[config.mk]
export PLATFORM = sky130hd
export DESIGN_NAME = multi_sprite_renderer_flat
export DESIGN_NICKNAME = d
export VERILOG_FILES = /design/src/rtl/multi_sprite_renderer_if.sv /design/src/rtl/multi_sprite_renderer.sv /design/src/flat_wrapper.sv
export SDC_FILE = /design/constraint.sdc
export NUM_CORES = 2
export LEC_CHECK = 0
export BUFFER_PORTS_ARGS = -buffer_cell sky130_fd_sc_hd__buf_2
export CORE_ASPECT_RATIO = 1.2
export CORE_MARGIN = 2
export CORE_UTILIZATION = 55
export CTS_CLUSTER_DIAMETER = 150
export CTS_CLUSTER_SIZE = 16
export DETAILED_ROUTE_END_ITERATION = 12
export PLACE_DENSITY_LB_ADDON = 0.08
export SLEW_MARGIN = 10
export SYNTH_ARGS = -nofsm -noshare
export SYNTH_HDL_FRONTEND = slang
export SYNTH_SLANG_ARGS = --single-unit
export TNS_END_PERCENT = 10
[constraint.sdc]
create_clock -name clock -period 9.11 [get_ports clock]
set_clock_uncertainty 0.05 [all_clocks]
set_input_delay 1.822 -clock clock [delete_from_list [all_inputs] [get_ports clock]]
set_output_delay 1.822 -clock clock [all_outputs]
set_load 0.01 [all_outputs]
[src/rtl/multi_sprite_renderer_if.sv]
`default_nettype none
// ============================================================================
// Module      : multi_sprite_renderer_if
// Description : Video timing, sprite position handshake and rendered-pixel
//               signals shared between a video source and the renderer.
// Revision    : 1.0 - initial release
// ============================================================================
interface multi_sprite_renderer_if #(
  parameter int N_SPRITES = 2
);
  logic [10:0]             hcount;
  logic [9:0]              vcount;
  logic                    display;
  logic                    frame_start;
  logic [23:0]             background;
  logic [24*N_SPRITES-1:0] colors;
  logic [11*N_SPRITES-1:0] pos_x;
  logic [10*N_SPRITES-1:0] pos_y;
  logic                    pos_valid;
  logic                    pos_ready;
  logic [23:0]             pixel;
  logic                    occupied;
  logic [2:0]              sprite_id;
  logic                    collision;
  logic [19:0]             overlap_count;

  // Video source / position producer side
  modport master (
    output hcount, vcount, display, frame_start, background,
    output colors, pos_x, pos_y, pos_valid,
    input  pos_ready, pixel, occupied, sprite_id, collision, overlap_count
  );

  // Renderer side
  modport slave (
    input  hcount, vcount, display, frame_start, background,
    input  colors, pos_x, pos_y, pos_valid,
    output pos_ready, pixel, occupied, sprite_id, collision, overlap_count
  );
endinterface
`default_nettype wire

[src/rtl/multi_sprite_renderer.sv]
`default_nettype none
// ============================================================================
// Module      : multi_sprite_renderer
// Description : Renders up to N_SPRITES circular sprites (solid disc plus a
//               half-blended halo ring) over a background in a 3-stage
//               pipeline; double-buffers positions and reports inner-disc
//               overlaps per frame.
// Revision    : 1.0 - initial release
// ============================================================================
module multi_sprite_renderer #(
  parameter int N_SPRITES = 2,
  parameter int RADIUS    = 16,
  parameter int HALO      = 8
) (
  input  logic                     clock,
  input  logic                     reset_n,
  multi_sprite_renderer_if.slave   bus
);

  localparam int          C_R_OUT    = RADIUS + HALO;
  localparam logic [24:0] C_R_IN_SQ  = 25'(RADIUS * RADIUS);
  localparam logic [24:0] C_R_OUT_SQ = 25'(C_R_OUT * C_R_OUT);
  localparam logic [11:0] C_OFF_X    = 12'(C_R_OUT);
  localparam logic [10:0] C_OFF_Y    = 11'(C_R_OUT);

  // Position double buffer
  logic [10:0]          shadow_x_q [N_SPRITES];
  logic [9:0]           shadow_y_q [N_SPRITES];
  logic                 pending_q;
  logic [11:0]          cx_q       [N_SPRITES];
  logic [10:0]          cy_q       [N_SPRITES];
  logic [N_SPRITES-1:0] enabled_q;

  // Pipeline
  logic [11:0] dx_q [N_SPRITES];
  logic [11:0] dy_q [N_SPRITES];
  logic [24:0] d2_q [N_SPRITES];
  logic        s1_disp_q, s2_disp_q;
  logic [23:0] s1_bg_q, s2_bg_q;

  // Outputs and frame statistics
  logic [23:0] pixel_q;
  logic        occupied_q;
  logic [2:0]  sprite_id_q;
  logic        collision_q;
  logic [19:0] overlap_count_q;
  logic [19:0] frame_cnt_q;
  logic        frame_flag_q;

  logic                 w_xfer;
  logic [N_SPRITES-1:0] w_inner;
  logic [N_SPRITES-1:0] w_halo;
  logic                 w_hit;
  logic                 w_win_inner;
  logic [2:0]           w_win;
  logic [23:0]          w_col;
  logic [23:0]          w_blend;
  logic [3:0]           w_ninner;
  logic                 w_overlap;

  // Ready is forced high while reset is held so the producer never stalls on it
  assign w_xfer        = bus.pos_valid & ~pending_q;
  assign bus.pos_ready = ~pending_q | ~reset_n;

  // Shadow capture on handshake; promotion to the active set on frame_start.
  // A transfer can only happen with pending clear, so the two never collide.
  always_ff @(posedge clock) begin
    if (!reset_n) begin
      pending_q <= 1'b0;
      enabled_q <= '0;
      for (int i = 0; i < N_SPRITES; i++) begin
        shadow_x_q[i] <= '0;
        shadow_y_q[i] <= '0;
        cx_q[i]       <= '0;
        cy_q[i]       <= '0;
      end
    end else if (w_xfer) begin
      pending_q <= 1'b1;
      for (int i = 0; i < N_SPRITES; i++) begin
        shadow_x_q[i] <= bus.pos_x[11*i +: 11];
        shadow_y_q[i] <= bus.pos_y[10*i +: 10];
      end
    end else if (bus.frame_start && pending_q) begin
      pending_q <= 1'b0;
      enabled_q <= '1;
      for (int i = 0; i < N_SPRITES; i++) begin
        cx_q[i] <= {1'b0, shadow_x_q[i]} + C_OFF_X;
        cy_q[i] <= {1'b0, shadow_y_q[i]} + C_OFF_Y;
      end
    end
  end

  // Delay display/background alongside the distance computation
  always_ff @(posedge clock) begin
    if (!reset_n) begin
      s1_disp_q <= 1'b0;
      s2_disp_q <= 1'b0;
      s1_bg_q   <= '0;
      s2_bg_q   <= '0;
    end else begin
      s1_disp_q <= bus.display;
      s2_disp_q <= s1_disp_q;
      s1_bg_q   <= bus.background;
      s2_bg_q   <= s1_bg_q;
    end
  end

  generate
    for (genvar gi = 0; gi < N_SPRITES; gi++) begin : g_sprite
      logic [11:0] w_h;
      logic [11:0] w_v;
      logic [11:0] w_cy;
      assign w_h  = {1'b0, bus.hcount};
      assign w_v  = {2'b0, bus.vcount};
      assign w_cy = {1'b0, cy_q[gi]};

      // Stages 1 and 2: absolute offsets, then squared distance (fits 25 bits)
      always_ff @(posedge clock) begin
        if (!reset_n) begin
          dx_q[gi] <= '0;
          dy_q[gi] <= '0;
          d2_q[gi] <= '0;
        end else begin
          dx_q[gi] <= (w_h >= cx_q[gi]) ? (w_h - cx_q[gi]) : (cx_q[gi] - w_h);
          dy_q[gi] <= (w_v >= w_cy)     ? (w_v - w_cy)     : (w_cy - w_v);
          d2_q[gi] <= ({13'd0, dx_q[gi]} * {13'd0, dx_q[gi]})
                    + ({13'd0, dy_q[gi]} * {13'd0, dy_q[gi]});
        end
      end

      assign w_inner[gi] = enabled_q[gi] & s2_disp_q & (d2_q[gi] <= C_R_IN_SQ);
      assign w_halo[gi]  = enabled_q[gi] & s2_disp_q & ~w_inner[gi]
                         & (d2_q[gi] <= C_R_OUT_SQ);
    end
  endgenerate

  // Lowest-index hit wins; also count inner hits for overlap detection
  always_comb begin
    w_hit       = 1'b0;
    w_win       = 3'd0;
    w_win_inner = 1'b0;
    w_col       = 24'd0;
    w_ninner    = 4'd0;
    for (int i = N_SPRITES - 1; i >= 0; i--) begin
      w_ninner = w_ninner + {3'd0, w_inner[i]};
      if (w_inner[i] || w_halo[i]) begin
        w_hit       = 1'b1;
        w_win       = 3'(i);
        w_win_inner = w_inner[i];
        w_col       = bus.colors[24*i +: 24];
      end
    end
    for (int c = 0; c < 3; c++) begin
      w_blend[8*c +: 8] = 8'(({1'b0, w_col[8*c +: 8]} + {1'b0, s2_bg_q[8*c +: 8]}) >> 1);
    end
    w_overlap = (w_ninner >= 4'd2);
  end

  // Stage 3: registered pixel outputs
  always_ff @(posedge clock) begin
    if (!reset_n) begin
      pixel_q     <= '0;
      occupied_q  <= 1'b0;
      sprite_id_q <= '0;
    end else begin
      pixel_q     <= w_hit ? (w_win_inner ? w_col : w_blend) : 24'd0;
      occupied_q  <= w_hit;
      sprite_id_q <= w_hit ? w_win : 3'd0;
    end
  end

  // Per-frame overlap statistics; an overlap on the frame_start cycle opens the new frame
  always_ff @(posedge clock) begin
    if (!reset_n) begin
      frame_cnt_q     <= '0;
      frame_flag_q    <= 1'b0;
      collision_q     <= 1'b0;
      overlap_count_q <= '0;
    end else if (bus.frame_start) begin
      collision_q     <= frame_flag_q;
      overlap_count_q <= frame_cnt_q;
      frame_cnt_q     <= w_overlap ? 20'd1 : 20'd0;
      frame_flag_q    <= w_overlap;
    end else if (w_overlap) begin
      frame_flag_q <= 1'b1;
      if (frame_cnt_q != 20'hFFFFF) begin
        frame_cnt_q <= frame_cnt_q + 20'd1;
      end
    end
  end

  assign bus.pixel         = pixel_q;
  assign bus.occupied      = occupied_q;
  assign bus.sprite_id     = sprite_id_q;
  assign bus.collision     = collision_q;
  assign bus.overlap_count = overlap_count_q;

endmodule
`default_nettype wire

[src/flat_wrapper.sv]
// flat-port wrapper written by rule: the top's interface ports become plain ports
module multi_sprite_renderer_flat 
#(
  parameter int N_SPRITES = 2,
  parameter int RADIUS    = 16,
  parameter int HALO      = 8
)
  (clock, reset_n, bus_hcount, bus_vcount, bus_display, bus_frame_start, bus_background, bus_colors, bus_pos_x, bus_pos_y, bus_pos_valid, bus_pos_ready, bus_pixel, bus_occupied, bus_sprite_id, bus_collision, bus_overlap_count);
  multi_sprite_renderer_if #(.N_SPRITES(N_SPRITES)) bus_i ();
  input  logic clock;
  input  logic reset_n;
  input wire logic [$bits(bus_i.hcount)-1:0] bus_hcount;
  input wire logic [$bits(bus_i.vcount)-1:0] bus_vcount;
  input wire logic [$bits(bus_i.display)-1:0] bus_display;
  input wire logic [$bits(bus_i.frame_start)-1:0] bus_frame_start;
  input wire logic [$bits(bus_i.background)-1:0] bus_background;
  input wire logic [$bits(bus_i.colors)-1:0] bus_colors;
  input wire logic [$bits(bus_i.pos_x)-1:0] bus_pos_x;
  input wire logic [$bits(bus_i.pos_y)-1:0] bus_pos_y;
  input wire logic [$bits(bus_i.pos_valid)-1:0] bus_pos_valid;
  output wire logic [$bits(bus_i.pos_ready)-1:0] bus_pos_ready;
  output wire logic [$bits(bus_i.pixel)-1:0] bus_pixel;
  output wire logic [$bits(bus_i.occupied)-1:0] bus_occupied;
  output wire logic [$bits(bus_i.sprite_id)-1:0] bus_sprite_id;
  output wire logic [$bits(bus_i.collision)-1:0] bus_collision;
  output wire logic [$bits(bus_i.overlap_count)-1:0] bus_overlap_count;
  assign bus_i.hcount = bus_hcount;
  assign bus_i.vcount = bus_vcount;
  assign bus_i.display = bus_display;
  assign bus_i.frame_start = bus_frame_start;
  assign bus_i.background = bus_background;
  assign bus_i.colors = bus_colors;
  assign bus_i.pos_x = bus_pos_x;
  assign bus_i.pos_y = bus_pos_y;
  assign bus_i.pos_valid = bus_pos_valid;
  assign bus_pos_ready = bus_i.pos_ready;
  assign bus_pixel = bus_i.pixel;
  assign bus_occupied = bus_i.occupied;
  assign bus_sprite_id = bus_i.sprite_id;
  assign bus_collision = bus_i.collision;
  assign bus_overlap_count = bus_i.overlap_count;
  multi_sprite_renderer #(.N_SPRITES(N_SPRITES), .RADIUS(RADIUS), .HALO(HALO)) u_core (.clock(clock), .reset_n(reset_n), .bus(bus_i));
endmodule
; Word level (Yosys, flattened, before mapping)
; Memory sizes are Yosys's and may differ from the RTL's.
; Cells that the tools add are included.
[word_totals]
out_inout_bits = 50
romBits = 0
latchBits = 0
reg_bits = 122
ramBits = 186
mem_count = 7
[mem_list]
columns = name, depth, word_bits, read_ports, rd_clocked_by_memory_dff, wr, line
row1 = u_core.d2_q, 2, 25, 2, 0, 2, multi_sprite_renderer.sv:37  ; logic [24:0] d2_q [N_SPRITES];
row2 = u_core.cx_q, 2, 12, 2, 0, 2, multi_sprite_renderer.sv:30  ; logic [11:0] cx_q [N_SPRITES];
row3 = u_core.dx_q, 2, 12, 2, 0, 2, multi_sprite_renderer.sv:35  ; logic [11:0] dx_q [N_SPRITES];
row4 = u_core.dy_q, 2, 12, 2, 0, 2, multi_sprite_renderer.sv:36  ; logic [11:0] dy_q [N_SPRITES];
row5 = u_core.cy_q, 2, 11, 2, 0, 2, multi_sprite_renderer.sv:31  ; logic [10:0] cy_q [N_SPRITES];
row6 = u_core.shadow_x_q, 2, 11, 2, 0, 2, multi_sprite_renderer.sv:27  ; logic [10:0] shadow_x_q [N_SPRITES];
row7 = +1 memories, -, -, -, -, -, -
[classes]
multipliers = 4
bitwise = 30
n_div = 0
n_reduce_logical = 10
addsub = 19
muxes = 43
n_shift = 0
n_eq_ne = 1
n_lt_le_gt_ge = 9
[op_table]
columns = cell, count
row1 = $mux W12, 10
row2 = $mul A12 B12 Y24, 4
row3 = $mux W24, 3
row4 = $mux W20, 3
row5 = $add A24 B24 Y25, 2
row6 = $le A25 B10 Y1 const B, 2
row7 = $le A25 B9 Y1 const B, 2
row8 = $mux W25, 2
row9 = $mux W11, 4
row10 = $add A8 B8 Y9, 3
row11 = $add A11 B5 Y12 const B, 2
row12 = $ge A11 B12 Y1, 2
row13 = $sub A10 B11 Y12, 2
row14 = $sub A11 B10 Y12, 2
row15 = $sub A11 B12 Y12, 2
row16 = $sub A12 B11 Y12, 2
row17 = $add A10 B5 Y11 const B, 2
row18 = $ge A10 B11 Y1, 2
row19 = $add A20 B1 Y20 const B, 1
row20 = $mux W10, 2
row21 = $ne A20 B20 Y1 const B, 1
row22 = $mux W1, 19
row23 = $or A1 B1 Y1, 15
row24 = $and A1 B1 Y1, 9
row25 = 8 further kinds, 18

; Longest topological paths before layout
; An unclocked memory read counts as a cell.
[depth]
depth_word = 11
depth_mapped = 26

; Least setup slack after synthesis
; OpenSTA, ideal clock, no wires.
[synth_timing]
kind = reg-to-reg
from = memory u_core.dx_q[0][2]
to = memory u_core.d2_q[0][22]
arrival_time_ns = 6.339
path_stages_with_launch = 24
path_slack_ns = 2.649
cell_sequence = dfxtp_1 > clkbuf_1 > nand2_1 > fa_1 > inv_1 > fa_1 > inv_1 > fa_1 > fa_1 > inv_1 > fa_1 > fa_1 > inv_1 > fa_1 > inv_1 > ha_1 > a21o_1 > a21o_1 > a21oi_1 > o211ai_1 > a21boi_0 > nor2_1 > a31oi_1 > mux2i_1
[synth_lines]
columns = item, line
row1 = "start, declared", multi_sprite_renderer.sv:35
row2 = "end, declared", multi_sprite_renderer.sv:37

==> results.ini <==
[outcome]
status=complete, no violations

[die]
initial_core_util_pct=55.7
core_area_sq_um=57200
dieArea_sq_um=59800
fp.dieH_um=268
num_rows=96
die_w_um=224
pin_count=190

[finish]
n_fill_cell=5125
syn2layout_area_growth_pct=6.61
layout-drive-gt1-share_pct=7.62
nNetsFinal=4392

[routing]
via_per_inst=5.37
totalWireLength_um=72400
drc=0
drt_first_iter_violations=1036
wl_per_cell_um=17.0
drtAntennaViolNets=0
drt-pass1-iter-count=6
vias=22800

[global_route]
grt_pass1_vias=23900
grt-ovfl-total=0
grt_usage_pct=25.2
antenna_found_initial=4
grt_max_degree=75
grt_pass1_wl_um=120000

[yosys]
avgSynthCellArea_sq_um=9.32
netlist_instances=3414
synth_warnings=0
netlist_area_sq_um=31800
synthFlopType=dfxtp_1
yosysUniqueCellTypes=97
synth-seq-cells=306
synth-async-reset-ratio_pct=0
ys_seq_area_share_pct=22.0
synth_edf_count=88

[placement]
routabilityCongestion=0.894
port_buffers=187
hpwl_um=60100

[power]
leakagePower_uw=0.0174
p_per_area_nw_per_um2=280
peakVddDrop_v=0.000428

[setup_path]
cpMostUsedCell=fa_1
start_kind=register
critPathKind=register to register
crit_required_ns=9.58
slowest_stage=dfxtp_1
critPathBufInv=5
crit_fanout=14
critPathMaxStageDelay_ns=0.65
path_cells=nand2_1, fa_1, inv_1, fa_1, inv_1, fa_1, fa_1, inv_1, fa_1, fa_1, inv_1, fa_1, inv_1, ha_1, a21o_1, a21o_1, a21oi_1, o211ai_1, a21boi_0, nor2_1, a31oi_1, mux2i_1
end_kind=register
critPathTopFamily=adder cells
crit_arrival_ns=7.47

[timing]
setup_violations=0
tns_ns=0
worst_hold_slack_ns=0.373
rsz0062_at_grt=no
min_period_ns=7.00
finalCritPeriodShare_pct=76.8
relSlewSlack_pct=24.7
drv_slew=0
timing.fmax_mhz=143
worst_slew_pin_slew_ns=1.13
hold_viol=0

[clocking]
cts_setup_buffers=0
cts_tree=done
cts.path.max_buffers=3
cts.clk_slew.worst_paths_ns=0.08
cts_resized=0
cts_made_buffers=23
cts_sinks=306
clock-root-buffer=clkbuf_16
cts_htree_levels=1
ctsHoldBuffers=0
clk_latency_ns=0.58

[worst_hold_path]
hold_class=register to register

[run]
cap_violations=0

[logic make-up after synthesis]
| kind of cell | after synthesis | share of synthesized area, % |
|---|---|---|
| AOI/OAI and AO/OA | 434 | 9.20 |
| xor gates and xnor gates | 110 | 3.03 |
| adders and majority gates | 741 | 38.8 |
| buffers and inverters | 801 | 9.60 |
| DFF | 306 | 22.0 |
| muxes | 57 | 1.85 |
| other | 1 | 0.0118 |
| and+or+nand+nor | 964 | 15.4 |
[state kept, by name, summed over array words and instances (netlist names), 20 cells and up]
register	count
u_core.s2_bg_q	24
u_core.bus.overlap_count	20
u_core.bus.pixel	24
u_core.d2_q	50
u_core.shadow_x_q	22
u_core.shadow_y_q	20
u_core.cy_q	22
u_core.dx_q	24
u_core.frame_cnt_q	20
u_core.s1_bg_q	24
u_core.dy_q	24
u_core.cx_q	24
[synth_stat cells (5+ instances only)]
library cell    n  share of area [%]
nor2_1        211                2.5
xnor2_1        59                1.6
o31ai_1        11               0.26
buf_2          14               0.22
o211ai_1       14               0.33
o2111ai_1       7               0.19
clkbuf_1       99                1.2
a2111oi_0       5               0.14
nor3_1         50               0.79
o21bai_1        7               0.17
and4_1          5               0.14
o22ai_1         5              0.098
inv_1         674                7.9
ha_1          329                 13
edfxtp_1       88                8.3
nand2b_1       30               0.59
a21o_1         60                1.4
mux2i_1        47                1.5
nor4_1         19               0.37
or2_2           8               0.16
and2_1        248                4.9
or3_1          22               0.43
a22o_1         22               0.61
o21ai_0        77                1.2
dfxtp_1       218                 14
nand3_1        34               0.53
a211oi_1       18               0.42
mux2_2          8               0.28
nand4_1        21               0.41
o21a_1         20               0.47
and3_1         14               0.28
nor2b_1        26               0.51
fa_1          412                 26
a21boi_0        9               0.21
nand2_1       244                2.9
xor2_1         51                1.4
a31oi_1        17               0.33
a221oi_1        5               0.14
a21oi_1       115                1.8
[final cells by class]
class / instances / area, sq um / share of cell area [%]
multi-input combinational: 2308 / 21800 / 64.2
sequential: 306 / 7010 / 20.6
inverter: 676 / 2540 / 7.48
timing repair buffer: 196 / 1030 / 3.02
tap: 735 / 920 / 2.71
clock buffer: 30 / 602 / 1.77
clock inverter: 3 / 38.8 / 0.114
antenna: 1 / 2.50 / 0.00737
[layout by cell type, fill, tap and decap left out, drive strengths merged, types with 23 or more instances in the layout]
cell,count
nor3,50
edfxtp,88
and2,248
dfxtp,218
xor2,51
nand3,34
a21oi,115
o21ai,82
fa,412
buf,196
nand2,244
ha,329
mux2i,48
nand2b,30
inv,676
a21o,60
nor2,212
nor2b,26
or3,23
xnor2,59
clkbuf,30
[per-stage QoR]
step | setup WS, ns | utilization [%] | power (uW) | cell area [sq um] | instances
2_1_floorplan | 2.65 | - | 7000 | 31800 | 3415
3_3_place_gp | 2.24 | 58.2 | 8480 | 33300 | 4220
3_5_place_dp | 2.16 | 58.2 | 8610 | 33300 | 4220
4_1_cts | 2.13 | 59.3 | 9650 | 33900 | 4253
5_1_grt | 1.75 | 59.3 | 10700 | 33900 | 4254
6_report | 2.11 | 59.3 | 9510 | 33900 | 4255
[final timing paths]
path	cells past startpoint	endpoint	from	slack, ns
worst min-delay path	1	u_core.s2_bg_q[9]	u_core.s1_bg_q[9]	0.37
worst min register to register	1	u_core.s2_bg_q[9]	u_core.s1_bg_q[9]	0.37
worst max register to register	22	u_core.d2_q[0][22]	u_core.dx_q[0][2]	2.11
worst max-delay path	22	u_core.d2_q[0][22]	u_core.dx_q[0][2]	2.11
[report_power, final]
group          switching [uW]  total, uW  leakage, uW  internal [uW]
sequential                185       1770      0.00273           1590
clock                     518        986     0.000308            468
combinational            3910       6750       0.0144           2840
[metal layers]
layer	GRT usage [%]	wire length [um]
met5	0	34
met4	8.72	2650
met3	3.02	3330
met2	46.8	37400
met1	29.9	29000
Power figures use the tool's default switching activity.
